### src/rtl/cache_drv_pkg.sv
// Shared types and constants for the cache request sequencer: FSM states,
// ROM word layout, write-data mask and the registered request bundle.
package cache_drv_pkg;

    typedef enum logic [2:0] {
        IDLE  = 3'd0,
        LOAD  = 3'd1,
        REQ   = 3'd2,
        DONE  = 3'd3,
        ERROR = 3'd4
    } state_e;

    localparam int ROM_W     = 34;
    localparam int VALID_BIT = 33;
    localparam int WRITE_BIT = 32;

    localparam logic [31:0] WDATA_MASK = 32'hA5A5_A5A5;

    typedef struct packed {
        logic        valid;
        logic        write;
        logic [31:0] addr;
        logic [31:0] wdata;
    } cache_req_t;

    // Write data is a fixed scramble of the address so a later read-back can be predicted.
    function automatic logic [31:0] gen_wdata(input logic [31:0] addr);
        return addr ^ WDATA_MASK;
    endfunction

endpackage

### src/rtl/sat_counter.sv
// Saturating up-counter with synchronous clear; clear has priority over increment.
module sat_counter #(
    parameter int CNT_W = 16
) (
    input  logic             clk,
    input  logic             rst,
    input  logic             clr_i,
    input  logic             inc_i,
    output logic [CNT_W-1:0] cnt_o
);

    localparam logic [CNT_W-1:0] CNT_ONE = CNT_W'(1);
    localparam logic [CNT_W-1:0] CNT_MAX = {CNT_W{1'b1}};

    logic [CNT_W-1:0] cnt_q;
    logic [CNT_W-1:0] cnt_d;

    // Next count: clear, saturating increment, or hold.
    always_comb begin
        cnt_d = cnt_q;
        if (clr_i) begin
            cnt_d = '0;
        end else if (inc_i && (cnt_q != CNT_MAX)) begin
            cnt_d = cnt_q + CNT_ONE;
        end else begin
            cnt_d = cnt_q;
        end
    end

    // Count register.
    always_ff @(posedge clk or posedge rst) begin
        if (rst) begin
            cnt_q <= '0;
        end else begin
            cnt_q <= cnt_d;
        end
    end

    assign cnt_o = cnt_q;

endmodule

### src/rtl/cache_req_driver.sv
// Walks the request ROM and drives the cache CPU port one transaction at a time,
// holding each request through stalls and keeping cycle/request/miss statistics.
module cache_req_driver
    import cache_drv_pkg::*;
#(
    parameter int ROM_DEPTH     = 16,
    parameter int STALL_TIMEOUT = 1024,
    parameter int CNT_W         = 16
) (
    input  logic                         clk,
    input  logic                         rst,
    input  logic                         start,
    output logic [$clog2(ROM_DEPTH)-1:0] index,
    input  logic                         inst_valid,
    input  logic                         inst_write,
    input  logic [31:0]                  inst_addr,
    output logic                         cpu_req_valid,
    output logic                         cpu_req_write,
    output logic [31:0]                  cpu_req_addr,
    output logic [31:0]                  cpu_req_wdata,
    input  logic                         cache_stall,
    input  logic [31:0]                  cache_rdata,
    output logic                         rd_valid,
    output logic [31:0]                  rd_data,
    output logic                         busy,
    output logic                         done,
    output logic                         error,
    output logic [CNT_W-1:0]             cycle_cnt,
    output logic [CNT_W-1:0]             req_cnt,
    output logic [CNT_W-1:0]             miss_cnt
);

    localparam int IDX_W   = $clog2(ROM_DEPTH);
    localparam int STALL_W = $clog2(STALL_TIMEOUT + 1);

    localparam logic [IDX_W-1:0]   LAST_IDX   = IDX_W'(ROM_DEPTH - 1);
    localparam logic [IDX_W-1:0]   IDX_ONE    = IDX_W'(1);
    localparam logic [STALL_W-1:0] STALL_LAST = STALL_W'(STALL_TIMEOUT - 1);
    localparam logic [STALL_W-1:0] STALL_ONE  = STALL_W'(1);

    state_e             state_q, state_d;
    logic [IDX_W-1:0]   index_q, index_d;
    cache_req_t         req_q, req_d;
    logic               last_q, last_d;
    logic               stall_flag_q, stall_flag_d;
    logic [STALL_W-1:0] stall_cnt_q, stall_cnt_d;
    logic               rd_valid_q, rd_valid_d;
    logic [31:0]        rd_data_q, rd_data_d;
    logic               busy_q, done_q, error_q;

    logic [ROM_W-1:0]   rom_word_s;
    logic               load_s;
    logic               cnt_clr_s;
    logic               cyc_inc_s;
    logic               req_inc_s;
    logic               miss_inc_s;

    assign rom_word_s = {inst_valid, inst_write, inst_addr};

    // FSM next state, request loading and completion bookkeeping.
    always_comb begin
        state_d      = state_q;
        index_d      = index_q;
        req_d        = req_q;
        last_d       = last_q;
        stall_flag_d = stall_flag_q;
        stall_cnt_d  = stall_cnt_q;
        rd_valid_d   = 1'b0;
        rd_data_d    = rd_data_q;
        load_s       = 1'b0;
        cnt_clr_s    = 1'b0;
        cyc_inc_s    = 1'b0;
        req_inc_s    = 1'b0;
        miss_inc_s   = 1'b0;

        case (state_q)
            IDLE, DONE, ERROR: begin
                if (start) begin
                    state_d   = LOAD;
                    index_d   = '0;
                    cnt_clr_s = 1'b1;
                end else begin
                    state_d = state_q;
                end
            end
            LOAD: begin
                if (rom_word_s[VALID_BIT]) begin
                    load_s  = 1'b1;
                    state_d = REQ;
                end else begin
                    state_d = DONE;
                end
            end
            REQ: begin
                cyc_inc_s = 1'b1;
                if (cache_stall) begin
                    if (stall_cnt_q == STALL_LAST) begin
                        // Timed-out transaction is abandoned and not counted.
                        state_d     = ERROR;
                        req_d.valid = 1'b0;
                    end else begin
                        stall_flag_d = 1'b1;
                        stall_cnt_d  = stall_cnt_q + STALL_ONE;
                    end
                end else begin
                    req_inc_s  = 1'b1;
                    miss_inc_s = stall_flag_q;
                    if (!req_q.write) begin
                        rd_valid_d = 1'b1;
                        rd_data_d  = cache_rdata;
                    end else begin
                        rd_valid_d = 1'b0;
                    end
                    if (last_q) begin
                        state_d     = DONE;
                        req_d.valid = 1'b0;
                    end else if (rom_word_s[VALID_BIT]) begin
                        load_s = 1'b1;
                    end else begin
                        state_d     = DONE;
                        req_d.valid = 1'b0;
                    end
                end
            end
            default: begin
                state_d     = IDLE;
                req_d.valid = 1'b0;
            end
        endcase

        // The index parks on the final entry instead of wrapping; last_q ends the run.
        if (load_s) begin
            req_d.valid  = 1'b1;
            req_d.write  = rom_word_s[WRITE_BIT];
            req_d.addr   = rom_word_s[31:0];
            req_d.wdata  = gen_wdata(rom_word_s[31:0]);
            last_d       = (index_q == LAST_IDX);
            index_d      = (index_q == LAST_IDX) ? index_q : (index_q + IDX_ONE);
            stall_flag_d = 1'b0;
            stall_cnt_d  = '0;
        end else begin
            last_d = last_q;
        end
    end

    // State, request and read-capture registers; status flags registered from next state.
    always_ff @(posedge clk or posedge rst) begin
        if (rst) begin
            state_q      <= IDLE;
            index_q      <= '0;
            req_q        <= '0;
            last_q       <= 1'b0;
            stall_flag_q <= 1'b0;
            stall_cnt_q  <= '0;
            rd_valid_q   <= 1'b0;
            rd_data_q    <= '0;
            busy_q       <= 1'b0;
            done_q       <= 1'b0;
            error_q      <= 1'b0;
        end else begin
            state_q      <= state_d;
            index_q      <= index_d;
            req_q        <= req_d;
            last_q       <= last_d;
            stall_flag_q <= stall_flag_d;
            stall_cnt_q  <= stall_cnt_d;
            rd_valid_q   <= rd_valid_d;
            rd_data_q    <= rd_data_d;
            busy_q       <= (state_d == LOAD) || (state_d == REQ);
            done_q       <= (state_d == DONE);
            error_q      <= (state_d == ERROR);
        end
    end

    sat_counter #(.CNT_W(CNT_W)) u_cycle_cnt (
        .clk   (clk),
        .rst   (rst),
        .clr_i (cnt_clr_s),
        .inc_i (cyc_inc_s),
        .cnt_o (cycle_cnt)
    );

    sat_counter #(.CNT_W(CNT_W)) u_req_cnt (
        .clk   (clk),
        .rst   (rst),
        .clr_i (cnt_clr_s),
        .inc_i (req_inc_s),
        .cnt_o (req_cnt)
    );

    sat_counter #(.CNT_W(CNT_W)) u_miss_cnt (
        .clk   (clk),
        .rst   (rst),
        .clr_i (cnt_clr_s),
        .inc_i (miss_inc_s),
        .cnt_o (miss_cnt)
    );

    assign index         = index_q;
    assign cpu_req_valid = req_q.valid;
    assign cpu_req_write = req_q.write;
    assign cpu_req_addr  = req_q.addr;
    assign cpu_req_wdata = req_q.wdata;
    assign rd_valid      = rd_valid_q;
    assign rd_data       = rd_data_q;
    assign busy          = busy_q;
    assign done          = done_q;
    assign error         = error_q;

endmodule
### config.mk
export PLATFORM = sky130hd
export DESIGN_NAME = cache_req_driver
export DESIGN_NICKNAME = d
export VERILOG_FILES = /design/src/rtl/cache_drv_pkg.sv /design/src/rtl/sat_counter.sv /design/src/rtl/cache_req_driver.sv
export SDC_FILE = /design/constraint.sdc
export NUM_CORES = 1
export LEC_CHECK = 0
export BUFFER_PORTS_ARGS = -buffer_cell sky130_fd_sc_hd__buf_2
export CORE_MARGIN = 8
export CORE_UTILIZATION = 50
export DETAILED_ROUTE_END_ITERATION = 12
export PLACE_DENSITY = 0.79
export SLEW_MARGIN = 30
export SYNTH_ARGS = -nofsm -noshare
export SYNTH_HDL_FRONTEND = slang
export SYNTH_SLANG_ARGS = --single-unit
### constraint.sdc
create_clock -name clk -period 5.05 [get_ports clk]
set_input_delay 0.2525 -clock clk [delete_from_list [all_inputs] [get_ports clk]]
set_output_delay 0.2525 -clock clk [all_outputs]
set_load 0.03 [all_outputs]
==> flow_summary.yaml, run 1 <==
cells_and_area:
  finalNetCount: 942
  insertedDiodeCount: 0
  num-fill-cells: 1116
  drive_gt1_share_pct: 34.66
  area_growth_syn_to_layout_pct: 25.48
grt:
  use_met2_pct: 32.75
  antenna_found_initial: 1
  grt_use_met3_pct: 6.288
  grt_usage_pct: 19.97
  grt_pass1_vias: 5584
  grt_use_met1_pct: 24.73
  grt_max_degree: 109
  busiest_layer: "met2"
  grt_pass1_wl_um: 28770
  grt_overflow: 0
clocking:
  holdBufCountCts: 0
  ctsResizeCount: 0
  path_clk_slew_ps: 60
  cts_tree: "built"
  cts_max_path_buffers: 2
  cts.sinks: 154
  h-tree-depth: 4
  clkLatencyLatePin_ps: 410
  numCtsBuffers: 17
  clockRootBuffer: "clkbuf_16"
  post_cts_buffers: 0
worst_setup_path:
  r2r_slack_ps: 2420
  reg2reg_to: "index[3]"
  critPathArrivalTime_ps: 2910
  reg2reg_from: "state_q[0]"
  required_ps: 5340
  r2r_cells: 5
  crit_path_max_fanout: 54
  critPathTopFamily: "compound AO/OA/AOI/OAI gates"
  crit_buf_inv: 0
  cp-end-kind: "flip-flop"
  path_class: "reg2reg"
  crit_slowest_cell: "a211o_2"
  startpoint_type: "flip-flop"
  max_stage_delay_ps: 700
  cp_cell_sequence: "or4b_4 > a211o_2 > a31oi_4 > nand4_1 > mux2i_1"
sta:
  rsz0062_at_grt: "false"
  max_freq_ghz: 0.3809
  setup_slack_ps: 2425
  tightest_slew_ps: 917.0
  skew_ps: 9.274
  setup_tns_ps: 0
  finalHoldViolCount: 39
  slew_viol_final: 0
  setup_viol: 0
  min_period_over_period_pct: 51.99
  maxSlewHeadroom_pct: 38.87
  fin_crit_ps: 2625
  whs_ps: -37.50
worst_hold_path:
  min-delay-path-class: "in2async"
route:
  finalWirelength_um: 17960
  ant_nets: 0
  drt_iter0_drc: 325
  via_per_inst: 5.357
  vias: 5678
  wl_per_cell_um: 16.94
  drc_errors: 0
  dr.pass1.iters: 5
synthesis:
  ys_seq_area_share_pct: 56.10
  syn-cell-area_um2: 6869
  synth-edff-count: 0
  ys_ff_latch: 154
  synth_ff_type: "dfrtp_1"
  syn_area_per_cell_um2: 10.39
  synth_warnings: 0
  syn_nets: 736
  async_flop_share_pct: 100.0
  synth_cell_type_count: 54
  postSynthCellCount: 661
flow_run:
  drv_cap: 0
status:
  status: "finished, violations left"
  violations: "hold timing"
pwr:
  switching_share_pct: 43.28
  p_leak_uw: 0.004270
  vdd.ir_drop.worst_uv: 242.3
  clkPwrFrac_pct: 23.0
  power_density_nw_per_um2: 619.6
  power_frac_comb_pct: 41.3
  intPower_uw: 3029
  power_frac_seq_pct: 35.7
  switching_power_uw: 2311
floorplanning:
  num_rows: 43
  start_util_pct: 50.27
  core_um2: 13670
  die_y_um: 133.2
  die_w_um: 133.2
  dieArea_um2: 17740
  boundaryPins: 224
placed_design:
  pre_cts_slack_ps: 2438
  globalplace.congestion: 0.8046
  port_buffers: 223
  dp_hpwl_um: 12700
==> flip-flops by register name (all words and copies together), names as in the netlist <==
name	cells
u_cycle_cnt.cnt_o	16
state_q	3
last_q	1
stall_cnt_q	11
busy	1
cpu_req_wdata	16
cpu_req_valid	1
index	4
cpu_req_addr	32
rd_data	32
u_req_cnt.cnt_o	16
u_miss_cnt.cnt_o	16
stall_flag_q	1
cpu_req_write	1
done	1
rd_valid	1
error	1
==> power by group through the flow <==
| stage | Clock [uW] | Combinational [uW] | Sequential, uW |
|---|---|---|---|
| after floorplan | 0 | 906 | 2600 |
| after global placement | 0 | 2190 | 1900 |
| after detailed placement | 0 | 2220 | 1920 |
| after CTS | 1250 | 2230 | 1910 |
| after global routing | 1310 | 2360 | 1960 |
| final | 1230 | 2200 | 1910 |
==> synth_stat cells (all sizes together), types with 2 or more instances <==
master	count	area (um2)
a2111oi	2	20.02
a211o	4	35.03
a211oi	5	42.54
a21oi	9	45.04
a311oi	5	43.79
a31o	2	17.52
a31oi	6	52.55
and2	2	12.51
and3	8	50.05
and4	4	35.03
buf	25	170.2
clkbuf	17	63.81
dfrtp	154	3854
ha	5	62.56
inv	14	52.55
mux2	34	382.9
mux2i	6	60.06
nand2	142	533.0
nand2b	4	25.02
nand3	21	105.1
nand3b	2	15.01
nand4	14	87.58
nor2	55	206.5
nor2b	2	12.51
nor3	12	60.06
nor3b	3	22.52
nor4	4	25.02
nor4b	6	67.56
nor4bb	2	20.02
o211ai	9	67.56
o21a	8	60.06
o21ai	23	115.1
o31ai	4	30.03
or2	2	12.52
or3b	2	17.52
or4	3	22.52
or4b	2	23.77
xnor2	28	245.2
xor2	5	43.79
==> per-layer routing <==
| layer | wire length, um | part of all wire [%] |
|---|---|---|
| met5 | 13 | 0.072 |
| met4 | 298 | 1.7 |
| met3 | 1518 | 8.5 |
| met2 | 8533 | 48 |
| met1 | 7595 | 42 |
==> through the flow <==
| stage | utilization, % | hold slack, ps | instance area, um2 | std cells | power [uW] |
|---|---|---|---|---|---|
| 3_3_place_gp | 58.82 | 442.0 | 8038 | 1028 | 4086 |
| 2_1_floorplan | - | 357.9 | 6869 | 661 | 3501 |
| 5_1_grt | 63.07 | 16.97 | 8620 | 1060 | 5621 |
| 4_1_cts | 63.06 | 12.81 | 8617 | 1060 | 5394 |
| 6_report | 63.07 | -37.50 | 8620 | 1060 | 5341 |
| 3_5_place_dp | 58.86 | 446.7 | 8044 | 1028 | 4144 |
==> logic make-up (layout without fill, tap and decap cells) <==
family          Yosys count  after routing  synth area share, %
fa+ha+maj                 5              5               0.9107
xor+xnor                 33             33                4.208
mux                      40             40                6.448
buf+inv                  56            275                4.171
flops                   154            154                56.10
simple gates            292            292                19.93
compound gates           81             81                8.233
==> cell usage in the layout (no fill, tap or decap), types with 6 or more instances in the layout <==
cell / netlist / routed
nand4_1: 14 / 14
dfrtp_1: 154 / 154
clkbuf_16: 0 / 17
o211ai_1: 9 / 9
nand3_1: 21 / 21
mux2_2: 34 / 34
nand2_1: 142 / 142
nor2_1: 55 / 54
buf_4: 16 / 6
buf_2: 7 / 223
inv_1: 14 / 13
mux2i_1: 6 / 6
o21ai_0: 20 / 20
and3_1: 8 / 8
xnor2_1: 28 / 28
nor3_1: 12 / 12
a21oi_1: 9 / 9
o21a_1: 8 / 8
==> area by class of cell <==
type	count	area, um2	area share (%)
clock buffers	21	450.4	5.226
clock inverters	11	122.6	1.423
inverters	14	60.06	0.6968
multi-input cells	451	2746	31.86
flip-flops and latches	154	3854	44.71
well taps	180	225.2	2.613
repair buffers	229	1161	13.47
==> how the worst max path moves through the flow <==
stage	startpoint	depth (start not counted)	to	slack, ps
final	state_q[0]	5	index[3]	2420
after CTS	state_q[0]	5	index[3]	2440
after global routing	state_q[0]	5	index[3]	2260
after global placement	state_q[0]	5	index[3]	2470
after floorplan	rst	1	busy	650
after detailed placement	state_q[0]	5	index[3]	2440
Note: power is estimated with default switching activity, not from simulation.
==> run 2, diff against run 1 <==
==> constraint.sdc (replaced) <==
create_clock -name clk -period 2.7 [get_ports clk]
set_input_delay 0.135 -clock clk [delete_from_list [all_inputs] [get_ports clk]]
set_output_delay 0.135 -clock clk [all_outputs]
set_load 0.03 [all_outputs]
==> flow_summary.yaml, run 2 (synthesized netlist as in run 1, its figures left out) <==
floorplanning:
  core_um2: 13670
  die_y_um: 133.2
  num_rows: 43
  dieArea_um2: 17740
  start_util_pct: 50.27
  boundaryPins: 224
  die_w_um: 133.2
sta:
  fin_crit_ps: 2278
  setup_viol: 0
  rsz0062_at_grt: "false"
  finalHoldViolCount: 0
  min_period_over_period_pct: 84.37
  skew_ps: 12.35
  max_freq_ghz: 0.4390
  tightest_slew_ps: 678.6
  setup_tns_ps: 0
  slew_viol_final: 0
  setup_slack_ps: 422.0
  maxSlewHeadroom_pct: 54.66
  whs_ps: 123.9
route:
  drc_errors: 0
  wl_per_cell_um: 17.82
  via_per_inst: 5.358
  finalWirelength_um: 20130
  ant_nets: 0
  dr.pass1.iters: 5
  vias: 6054
  drt_iter0_drc: 381
grt:
  grt_pass1_vias: 6063
  grt_usage_pct: 22.73
  grt_max_degree: 66
  grt_overflow: 0
  antenna_found_initial: 1
  grt_pass1_wl_um: 32400
clocking:
  path_clk_slew_ps: 60
  cts_max_path_buffers: 2
  clkLatencyLatePin_ps: 420
  post_cts_buffers: 0
  ctsResizeCount: 0
  h-tree-depth: 4
  clockRootBuffer: "clkbuf_16"
  numCtsBuffers: 17
  cts.sinks: 154
  cts_tree: "built"
pwr:
  power_density_nw_per_um2: 1082
  vdd.ir_drop.worst_uv: 542.2
  p_leak_uw: 0.004557
placed_design:
  dp_hpwl_um: 12760
  globalplace.congestion: 0.8389
  port_buffers: 223
  pre_cts_slack_ps: 443.4
  postPlaceCellArea_um2: 8117
cells_and_area:
  final_common_cell: "buf_2"
  finalNetCount: 1012
  final_cell_mix: "223 x buf_2, 154 x dfrtp_1, 142 x nand2_1, 66 x dlygate4sd3_1, 54 x nor2_1"
  drive_gt1_share_pct: 32.56
  area_growth_syn_to_layout_pct: 35.39
  final_area_um2: 9300
  num-fill-cells: 990
worst_setup_path:
  path_class: "reg2reg"
  startpoint_type: "flip-flop"
  crit_path_max_fanout: 53
  required_ps: 2980
  critPathArrivalTime_ps: 2550
  cp-end-kind: "flip-flop"
worst_hold_path:
  min-delay-path-class: "in2reg"
flow_run:
  drv_cap: 0
status:
  status: "completed"
run 2: cell count changes in the layout (fill, tap and decap cells not counted), sizes merged:
cell,previous run,this run
clkinv,5,7
clkbuf,21,19
buf,229,233
clkinvlp,4,5
dlygate4sd3,0,66
bufinv,2,0
diode,0,1
run 2: timing repair:
| action | 4_1_cts | 5_1_grt |
|---|---|---|
| endpoints found under the hold margin | 107 | 0 |
| setup endpoints to repair | 0 | 0 |
| hold buffers | 66 | 0 |
run 2: metal layers:
layer / up-vias / wire (um) / GRT usage [%]
met5: - / 12 / 0
met4: 2 / 355 / 7.673
met3: 26 / 1645 / 7.718
met2: 259 / 9882 / 37.05
met1: 2941 / 8238 / 27.73
li1: 2826 / - / -
run 2: worst max-delay path, cell delays in order (launching register included):
cell and delay, ps:
dfrtp_1 550, or4b_4 610, a211o_2 380, buf_4 300, nor3_1 230, nor3_1 70
run 2: per-stage QoR:
stage,utilization (%),cells,total power [uW]
6_report,68.06,1130,10070
3_5_place_dp,59.39,1032,7794
5_1_grt,68.04,1129,10560
4_1_cts,68.04,1129,9997
2_1_floorplan,-,661,6549
3_3_place_gp,59.39,1032,7671
run 2: worst paths after layout:
kind	start	endpoint	slack, ps	depth (start not counted)
max	state_q[0]	index[2]	420	5
min	start	state_q[0]	120	3
max reg2reg	state_q[0]	index[2]	420	5
min reg2reg	cpu_req_addr[31]	cpu_req_addr[31]	470	2
max in group asynchronous	rst	rd_data[12]	1590	4
min in group asynchronous	rst	u_miss_cnt.cnt_o[13]	360	3
run 2: final cells by class:
type | instances | area (um2) | share of cell area [%]
flip-flops and latches | 154 | 3854 | 41.44
clock buffers | 19 | 442.9 | 4.763
inverters | 14 | 56.30 | 0.6054
repair buffers | 299 | 1902 | 20.45
multi-input cells | 451 | 2740 | 29.46
diodes | 1 | 2.502 | 0.02691
well taps | 180 | 225.2 | 2.422
clock inverters | 12 | 77.57 | 0.8341
run 2: report_power, final:
group          switching [uW]  internal (uW)  leakage (uW)  total, uW
clock network             931           1180      0.000251       2120
registers                 571           3040       0.00198       3620
logic                    3000           1340       0.00233       4340
==> run 3, diff against run 2 <==
--- a/config.mk
+++ b/config.mk
@@ -5,11 +5,12 @@
 export SDC_FILE = /design/constraint.sdc
 export NUM_CORES = 1
 export LEC_CHECK = 0
+export ABC_AREA = 1
 export BUFFER_PORTS_ARGS = -buffer_cell sky130_fd_sc_hd__buf_2
 export CORE_MARGIN = 8
 export CORE_UTILIZATION = 50
 export DETAILED_ROUTE_END_ITERATION = 12
-export PLACE_DENSITY = 0.79
+export PLACE_DENSITY = 0.78
 export SLEW_MARGIN = 30
 export SYNTH_ARGS = -nofsm -noshare
 export SYNTH_HDL_FRONTEND = slang
==> constraint.sdc (replaced) <==
create_clock -name clk -period 2.2 [get_ports clk]
set_input_delay 0.11 -clock clk [delete_from_list [all_inputs] [get_ports clk]]
set_output_delay 0.11 -clock clk [all_outputs]
set_load 0.03 [all_outputs]
==> flow_summary.yaml, run 3 <==
worst_setup_path:
  crit_slowest_cell: "o21ai_4"
  cp_cell_sequence: "nor2_1 > nand2_1 > o21ai_4 > nand2_1 > nand3_1 > o21ai_0"
  reg2reg_from: "last_q"
  required_ps: 2500
  cp-end-kind: "flip-flop"
  crit_path_max_fanout: 28
  critPathArrivalTime_ps: 2230
  startpoint_type: "flip-flop"
  path_class: "reg2reg"
  critPathLaunch: "last_q"
  max_stage_delay_ps: 630
  cpMostUsedCell: "nand2_1"
synthesis:
  syn-cell-area_um2: 7585
  syn_nets: 1040
  async_flop_share_pct: 100.0
  postSynthCellCount: 965
  synthXorXnorAreaFrac_pct: 2.887
  synth_ff_type: "dfrtp_1"
  synth_mux_area_share_pct: 0
  synth-edff-count: 0
  synth.area.top_cells: "dfrtp_1 51%, nand2_1 21%, nand3_1 7.0%, nor2_1 3.8%, inv_1 2.4%"
  yosys-top-cells-count: "421 x nand2_1, 154 x dfrtp_1, 106 x nand3_1, 77 x nor2_1, 48 x inv_1"
  synth_compound_area_share_pct: 3.646
  synth_fa_ha_area_share_pct: 0.8248
  synth.most_common_cell: "nand2_1"
  ys_seq_area_share_pct: 50.81
  synth_warnings: 0
  yosys.area.top_type: "dfrtp_1"
  synth_cell_type_count: 31
  synth_top_family_by_area: "simple AND/OR/NAND/NOR gates"
  syn_area_per_cell_um2: 7.860
  yosys.area_share.simple_pct: 34.97
  synth_top_area_share_pct: 50.81
  ys_ff_latch: 154
grt:
  grt_use_met1_pct: 27.63
  grt_use_met3_pct: 8.193
  use_met2_pct: 38.69
  grt_pass1_vias: 7430
  grt_max_degree: 155
  grt_pass1_wl_um: 37460
  antenna_found_initial: 1
  grt_overflow: 0
  grt_usage_pct: 23.77
  busiest_layer: "met2"
cells_and_area:
  drive_gt1_share_pct: 22.65
  postLayoutCoreUtil_pct: 66.72
  final_cell_mix: "420 x nand2_1, 223 x buf_2, 154 x dfrtp_1, 106 x nand3_1, 77 x nor2_1"
  finalNetCount: 1309
  final_common_cell: "nand2_1"
  final_area_um2: 10030
  num-fill-cells: 1161
  area_growth_syn_to_layout_pct: 32.23
floorplanning:
  die_y_um: 139.2
  core_um2: 15030
  num_rows: 45
  boundaryPins: 224
  start_util_pct: 50.45
  die_w_um: 139.2
  dieArea_um2: 19370
placed_design:
  globalplace.congestion: 0.8838
  postPlaceCellArea_um2: 8738
  dp_hpwl_um: 14750
  port_buffers: 223
sta:
  slew_viol_final: 0
  maxSlewHeadroom_pct: 46.34
  setup_tns_ps: 0
  rsz0062_at_grt: "false"
  whs_ps: 64.21
  finalHoldViolCount: 0
  min_period_over_period_pct: 88.07
  max_freq_ghz: 0.5161
  setup_viol: 0
  fin_crit_ps: 1938
  tightest_slew_ps: 804.9
  skew_ps: 12.83
worst_hold_path:
  min_from: "start"
  min-delay-path-class: "in2reg"
pwr:
  power_uw: 12840
  vdd.ir_drop.worst_uv: 1019
  power_frac_comb_pct: 42.1
  switching_power_uw: 5740
  p_leak_uw: 0.005436
  intPower_uw: 7100
  clkPwrFrac_pct: 24.2
  power_frac_seq_pct: 33.7
  switching_share_pct: 44.70
  power_density_nw_per_um2: 1280
clocking:
  numCtsBuffers: 17
  clkLatencyLatePin_ps: 420
  cts_tree: "built"
  cts_max_path_buffers: 2
  path_clk_slew_ps: 60
  cts.sinks: 154
  post_cts_buffers: 0
  h-tree-depth: 4
  clockRootBuffer: "clkbuf_16"
status:
  status: "completed"
flow_run:
  drv_cap: 0
route:
  via_per_inst: 5.151
  drt_iter0_drc: 482
  ant_nets: 0
  drc_errors: 0
  finalWirelength_um: 22600
  vias: 7386
  dr.pass1.iters: 6
  wl_per_cell_um: 15.76
==> run 3: cell families (layout without fill, tap and decap cells) <==
family / after synthesis / count (layout)
fa+ha+maj: 5 / 5
flops: 154 / 154
other cells: 0 / 1
buf+inv: 100 / 380
compound gates: 44 / 44
xor+xnor: 25 / 25
simple gates: 637 / 637
==> run 3: final timing paths <==
| check | to | slack, ps | depth (start not counted) |
|---|---|---|---|
| setup / recovery | index[0] | 260 | 6 |
| hold / removal | state_q[2] | 60 | 3 |
| max in group asynchronous | rd_data[30] | 1140 | 4 |
| min in group asynchronous | busy | 490 | 4 |
| hold reg to reg | rd_data[30] | 470 | 2 |
| setup reg to reg | index[0] | 260 | 6 |
==> run 3: metal layers <==
metal / vias to the layer above / part of all wire, %
met5: - / 0
met4: 0 / 3.9
met2: 296 / 47
li1: 3569 / -
met1: 3459 / 40
met3: 62 / 8.3
==> run 3: power groups by stage <==
stage / sequential [uW] / combinational (uW) / clock [uW]
finish: 4330 / 5410 / 3100
global route: 4420 / 5860 / 3260
CTS: 4290 / 5350 / 3160
detailed placement: 4300 / 5270 / 0
global placement: 4270 / 5180 / 0
floorplan: 5780 / 2320 / 0
==> run 3: layout make-up <==
class / count / area [um2] / share of cell area, %
Timing Repair Buffer: 299 / 1889 / 18.84
Sequential cell: 154 / 3854 / 38.42
Inverter: 51 / 195.2 / 1.946
Clock inverter: 10 / 166.4 / 1.659
Multi-Input combinational cell: 711 / 3231 / 32.21
Tap cell: 188 / 235.2 / 2.345
Antenna cell: 1 / 2.502 / 0.02495
Clock buffer: 20 / 456.7 / 4.553
==> run 3: timing repair <==
| action | 4_1_cts | 5_1_grt |
|---|---|---|
| setup endpoints to repair | 0 | 2 |
| endpoints found under the hold margin | 154 | 0 |
| gates resized for setup | 0 | 1 |
| hold buffers | 66 | 0 |
==> run 3: stage by stage <==
stage | worst slack, ps | std cells
after detailed placement | 201.8 | 1337
after floorplan | 145.1 | 965
after global routing | 94.86 | 1434
after global placement | 295.8 | 1337
final | 262.4 | 1434
after CTS | 193.2 | 1433
==> run 3: critical path, delay by kind of cell (launching register included) <==
family           cells  cell delay, ps
AO/OA/AOI/OAI        2             710
flip-flops           1             390
AND/OR/NAND/NOR      4             700
